[config.mk]
export PLATFORM = sky130hd
export DESIGN_NAME = button_conditioner
export DESIGN_NICKNAME = d
export VERILOG_FILES = /design/src/rtl/button_conditioner.sv
export SDC_FILE = /design/constraint.sdc
export NUM_CORES = 1
export LEC_CHECK = 0
export BUFFER_PORTS_ARGS = -buffer_cell sky130_fd_sc_hd__buf_2
export CAP_MARGIN = 15
export CORE_ASPECT_RATIO = 1.2
export CORE_MARGIN = 2
export CORE_UTILIZATION = 55
export DETAILED_ROUTE_END_ITERATION = 16
export PLACE_DENSITY = 0.74
export RECOVER_POWER = 25
export SKIP_CTS_REPAIR_TIMING = 1
export SYNTH_ARGS = -nofsm -noshare
export SYNTH_HDL_FRONTEND = slang
export SYNTH_SLANG_ARGS = --single-unit
[constraint.sdc]
create_clock -name clk -period 4.5 [get_ports clk]
set_input_delay 0 -clock clk [delete_from_list [all_inputs] [get_ports clk]]
set_output_delay 0 -clock clk [all_outputs]
set_load 0.02 [all_outputs]
[src/rtl/button_conditioner.sv]
// Five-button front end: synchronize, debounce, one-shot, auto-repeat,
// and one-hot arbitration onto a registered event vector.
module button_conditioner #(
  parameter int         DEB_TICKS    = 4,
  parameter int         HOLD_TICKS   = 200,
  parameter int         REPEAT_TICKS = 50,
  parameter logic [4:0] REPEAT_MASK  = 5'b01100
) (
  input  logic       clk,
  input  logic       rst,
  input  logic       en,
  input  logic [4:0] btn_in,
  output logic [4:0] btn_level,
  output logic [4:0] btn_pulse
);

  localparam int DW = $clog2(DEB_TICKS + 1);
  localparam int HMAX = (HOLD_TICKS > REPEAT_TICKS) ?
                        HOLD_TICKS : REPEAT_TICKS;
  localparam int HW = $clog2(HMAX + 1);

  localparam logic [DW-1:0] DEB_LAST = DW'(DEB_TICKS - 1);
  localparam logic [HW-1:0] HOLD_LAST = HW'(HOLD_TICKS - 1);
  localparam logic [HW-1:0] REP_LAST = HW'(REPEAT_TICKS - 1);

  logic [4:0]    sync_a;
  logic [4:0]    sync_b;
  logic [4:0]    level_d;
  logic [DW-1:0] deb_cnt [5];
  logic [HW-1:0] hold_cnt [5];
  logic [4:0]    rep_ph;
  logic [4:0]    rep_evt;
  logic [4:0]    events;
  logic [4:0]    pick;

  // Two-flop synchronizer, free-running every clock
  always_ff @(posedge clk) begin
    if (rst) begin
      sync_a <= '0;
      sync_b <= '0;
    end else begin
      sync_a <= btn_in;
      sync_b <= sync_a;
    end
  end

  // Debounce: level flips after DEB_TICKS consecutive differing ticks
  always_ff @(posedge clk) begin
    if (rst) begin
      btn_level <= '0;
      for (int i = 0; i < 5; i++) deb_cnt[i] <= '0;
    end else if (en) begin
      for (int i = 0; i < 5; i++) begin
        if (sync_b[i] != btn_level[i]) begin
          if (deb_cnt[i] == DEB_LAST) begin
            btn_level[i] <= ~btn_level[i];
            deb_cnt[i] <= '0;
          end else begin
            deb_cnt[i] <= deb_cnt[i] + 1'b1;
          end
        end else begin
          deb_cnt[i] <= '0;
        end
      end
    end
  end

  // Delayed level for rising-edge press detection
  always_ff @(posedge clk) begin
    if (rst) level_d <= '0;
    else level_d <= btn_level;
  end

  // Hold/repeat timers; rep_evt is a one-cycle flag per repeat
  always_ff @(posedge clk) begin
    if (rst) begin
      rep_ph <= '0;
      rep_evt <= '0;
      for (int i = 0; i < 5; i++) hold_cnt[i] <= '0;
    end else begin
      for (int i = 0; i < 5; i++) begin
        rep_evt[i] <= 1'b0;
        if (!btn_level[i] || !REPEAT_MASK[i]) begin
          hold_cnt[i] <= '0;
          rep_ph[i] <= 1'b0;
        end else if (en) begin
          if (hold_cnt[i] == (rep_ph[i] ? REP_LAST : HOLD_LAST)) begin
            hold_cnt[i] <= '0;
            rep_ph[i] <= 1'b1;
            rep_evt[i] <= 1'b1;
          end else begin
            hold_cnt[i] <= hold_cnt[i] + 1'b1;
          end
        end
      end
    end
  end

  // Highest-index event wins; the rest are dropped
  always_comb begin
    events = (btn_level & ~level_d) | rep_evt;
    pick = '0;
    priority case (1'b1)
      events[4]: pick = 5'b10000;
      events[3]: pick = 5'b01000;
      events[2]: pick = 5'b00100;
      events[1]: pick = 5'b00010;
      events[0]: pick = 5'b00001;
      default:   pick = '0;
    endcase
  end

  // Registered one-hot event output
  always_ff @(posedge clk) begin
    if (rst) btn_pulse <= '0;
    else btn_pulse <= pick;
  end

endmodule

==> impl_summary.log <==
[metrics] GRT Util Overall: 18.2%
[metrics] detailed route wirelength on metal2: 2.10 mm
[metrics] library cell occupying the most area in the post-synthesis netlist: sky130_fd_sc_hd__edfxtp_1
[metrics] Post-Synthesis Cells: 235
[metrics] Worst Setup End Kind: flip-flop
[metrics] Ys Warns: 0
[metrics] die span in y: 80.4 um
[metrics] number of different library cells in the post-synthesis netlist: 37
[metrics] fin crit share: 37.5%
[metrics] Mean Syn Cell Area: 11.4 um2
[metrics] CP Class: reg -> reg
[metrics] final core utilization: 66.2%
[metrics] critical-path cell list: and4bb_1 -> o221a_1 -> nor3b_2
[metrics] biggest fanout along the worst timing path: 9
[metrics] overall via count from detail_route: 1743
[metrics] area growth from synthesis to final layout: 14.5%
[metrics] overall overflow remaining after global route: 0
[metrics] endpoints failing setup: 0
[metrics] cts bufs inserted: 9
[metrics] number of sinks on the clock net: 60
[metrics] multi-input gate area in the final layout: 0.00108 mm2
[metrics] vias in the first global route: 1641
[metrics] compound-gate portion of the synthesized area: 7.30%
[metrics] worst endpoint data arrival time: 1.75 ns
[metrics] Bufs and invs on worst path: 0
[metrics] Max Cap Violations: 0
[metrics] width of the chip: 67.7 um
[metrics] status: finished clean
[metrics] worst-case vdd ir drop: 214 uV
[metrics] final setup margin: 2.81 ns
[metrics] area of the die: 0.00544 mm2
[metrics] latest clock arrival within the worst-skew pair: 0.33 ns
[metrics] placed insts: 305
[metrics] first-pass GRT wire length: 7.27 mm
[metrics] Hold WS: 0.0907 ns
[metrics] fin. max-slew vios: 0
[metrics] number of routed nets with antenna violations: 0
[metrics] fill cell instance count of the final layout: 344
[metrics] leading cell types by total area after synthesis: sky130_fd_sc_hd__edfxtp_1 35%, sky130_fd_sc_hd__dfxtp_1 22%, sky130_fd_sc_hd__ha_1 5.6%, sky130_fd_sc_hd__nor2b_1 4.0%, sky130_fd_sc_hd__xnor2_1 2.6%
[metrics] final critical path time including I/O delays and setup: 1.69 ns
[metrics] sequential cell area: 0.00151 mm2
[metrics] skew final: 0.00440 ns
[metrics] WL final: 4.29 mm
[metrics] M1 wire length: 1.97 mm
[metrics] unrepaired setup endpoints after global routing: false
[metrics] placed wire-length estimate after detailed placement: 2.93 mm
[metrics] register clock-pin slew on the reported worst setup and hold paths: 0.06 ns
[metrics] most frequent cells in the layout: 31 x sky130_fd_sc_hd__edfxtp_1, 29 x sky130_fd_sc_hd__dfxtp_1, 17 x sky130_fd_sc_hd__nor2b_1, 17 x sky130_fd_sc_hd__nor2_1
[metrics] sequential-to-total area share from yosys stat: 56.5%
[metrics] transition time of the tightest slew-check pin: 1.08 ns
[metrics] CTS tree: yes
[metrics] ports placed on the boundary: 18
[metrics] Leak Pwr: 1.20 nW
[metrics] routed via count divided by cell count: 5.35
[metrics] Worst path slowest cell: sky130_fd_sc_hd__o221a_1
[metrics] met3 routed WL: 148 um
[metrics] initial antenna violation count: 0
[metrics] mapped cell area: 0.00268 mm2
[metrics] root buf cell: sky130_fd_sc_hd__clkbuf_8
[metrics] number of flops mapped to enable cells by yosys: 31
[metrics] fraction of synthesized area in multiplexers: 0%
[metrics] maximum frequency from static timing analysis: 592 MHz
[metrics] number of design rule violations left after detail routing: 0
[metrics] CP delay by family, top: compound AO/OA/AOI/OAI gates
[metrics] post-synthesis share of cell area spent on full adders, half adders and majority gates: 5.61%
[metrics] worst min-delay path category: in -> reg
[metrics] simple-gate portion of the synthesized area: 24.0%
[metrics] async set or reset register ratio after synthesis: 0%
[metrics] Fin Setup TNS: 0 ns
[metrics] number of synthesized register bits: 60
[metrics] Port Buffer Count: 17
[metrics] Slowest Stage Delay on Critical Path: 0.52 ns
[metrics] total power density per cell area: 359 mW/mm2
[metrics] post-synthesis xor/xnor area fraction: 3.60%
[metrics] ratio of cells with drive above 1 in the final layout: 15.3%
[metrics] Worst Setup Slack post-DPL: 2.82 ns
[metrics] flip-flop cell with the highest count after synthesis: sky130_fd_sc_hd__edfxtp_1
[metrics] post-route non-filler standard cell count: 326
[metrics] total cell area at the placement stage: 0.00281 mm2
[metrics] Detailed Routing Iterations Pass 1: 4
[metrics] core region area: 0.00463 mm2
[metrics] Row Count: 27
[metrics] routability congestion estimate from global placement: 0.722
[metrics] initial drt markers: 76
[metrics] number of nets in the layout: 283
[metrics] Top Layer Used: met4
[metrics] Hold Violations, Final: 0
[metrics] Finished Cell Area: 0.00306 mm2
[metrics] crit start category: flip-flop
[metrics] maximum clock path buffer count: 2
[metrics] required time worst endpoint: 4.56 ns
[metrics] CTS H-Tree Depth: 3
[metrics] share of the synthesized area in the top cell type: 34.8%
[metrics] effective utilization at floorplan: 57.8%
[metrics] commonest non-fill, non-tap cell in the layout: sky130_fd_sc_hd__edfxtp_1
[metrics] relative slew slack: 28.0%
[metrics] WL/cell: 13.2 um
[metrics] Power, Total: 1.10 mW
[metrics] dominant combinational cell family by area after synthesis: simple AND/OR/NAND/NOR gates
[metrics] net count after synthesis: 255
[metrics] maximum number of pins on one net before global-route repair: 27
[metrics] Inserted Diodes: 0
-- cell usage after synthesis, drive strengths merged (3+ instances only) --
master   instances
nand2           16
dfxtp           29
nand3           12
or2              3
a211oi           6
edfxtp          31
nand2b           5
clkbuf           4
nor2            17
xnor2            8
inv             14
a21oi            6
ha              12
or3             11
and2             3
o21ai            6
nor2b           17
nor3             9
nand4bb          4
xor2             3
-- power breakdown --
part,internal [mW],total [mW],switching (mW)
sequential,0.583,0.588,0.00475
clock,0.282,0.481,0.199
combinational,0.0145,0.0316,0.0171
-- sequential cells by signal, indices dropped and copies added (netlist names) --
register   flops
hold_cnt      16
deb_cnt       15
btn_level      5
btn_pulse      5
level_d        5
sync_a         5
sync_b         5
rep_evt        2
rep_ph         2
-- worst reg2reg max path: stages, from the launching register on --
cell,delay (ns)
sky130_fd_sc_hd__edfxtp_1,0.49
sky130_fd_sc_hd__and4bb_1,0.31
sky130_fd_sc_hd__o221a_1,0.52
sky130_fd_sc_hd__nor3b_2,0.10
-- path summary, 6_finish.rpt --
path / start / to / slack, ns / cells past startpoint
min: en / btn_level[2] / 0.09 / 3
max reg2reg: hold_cnt[1][2] / hold_cnt[1][1] / 2.81 / 3
max: hold_cnt[1][2] / hold_cnt[1][1] / 2.81 / 3
min reg2reg: level_d[4] / btn_pulse[4] / 0.41 / 1
-- final cells by class --
type | count | area share [%]
repair buffers | 22 | 4.37
inverters | 14 | 1.72
flip-flops and latches | 60 | 49.4
clock buffers | 14 | 6.38
multi-input cells | 156 | 35.4
clock inverters | 2 | 0.368
well taps | 58 | 2.37
-- routing by layer --
metal,vias up,GRT usage (%)
met2,28,29.8
met5,-,0
met4,0,9.18
met3,8,5.46
met1,817,21.3
li1,890,-
-- kinds of logic (layout without fill, tap and decap cells) --
group	after synthesis	in the layout
flops	60	60
buf+inv	19	52
compound gates	24	24
xor+xnor	11	11
simple gates	109	109
fa+ha+maj	12	12
Note: power is estimated with default switching activity, not from simulation.
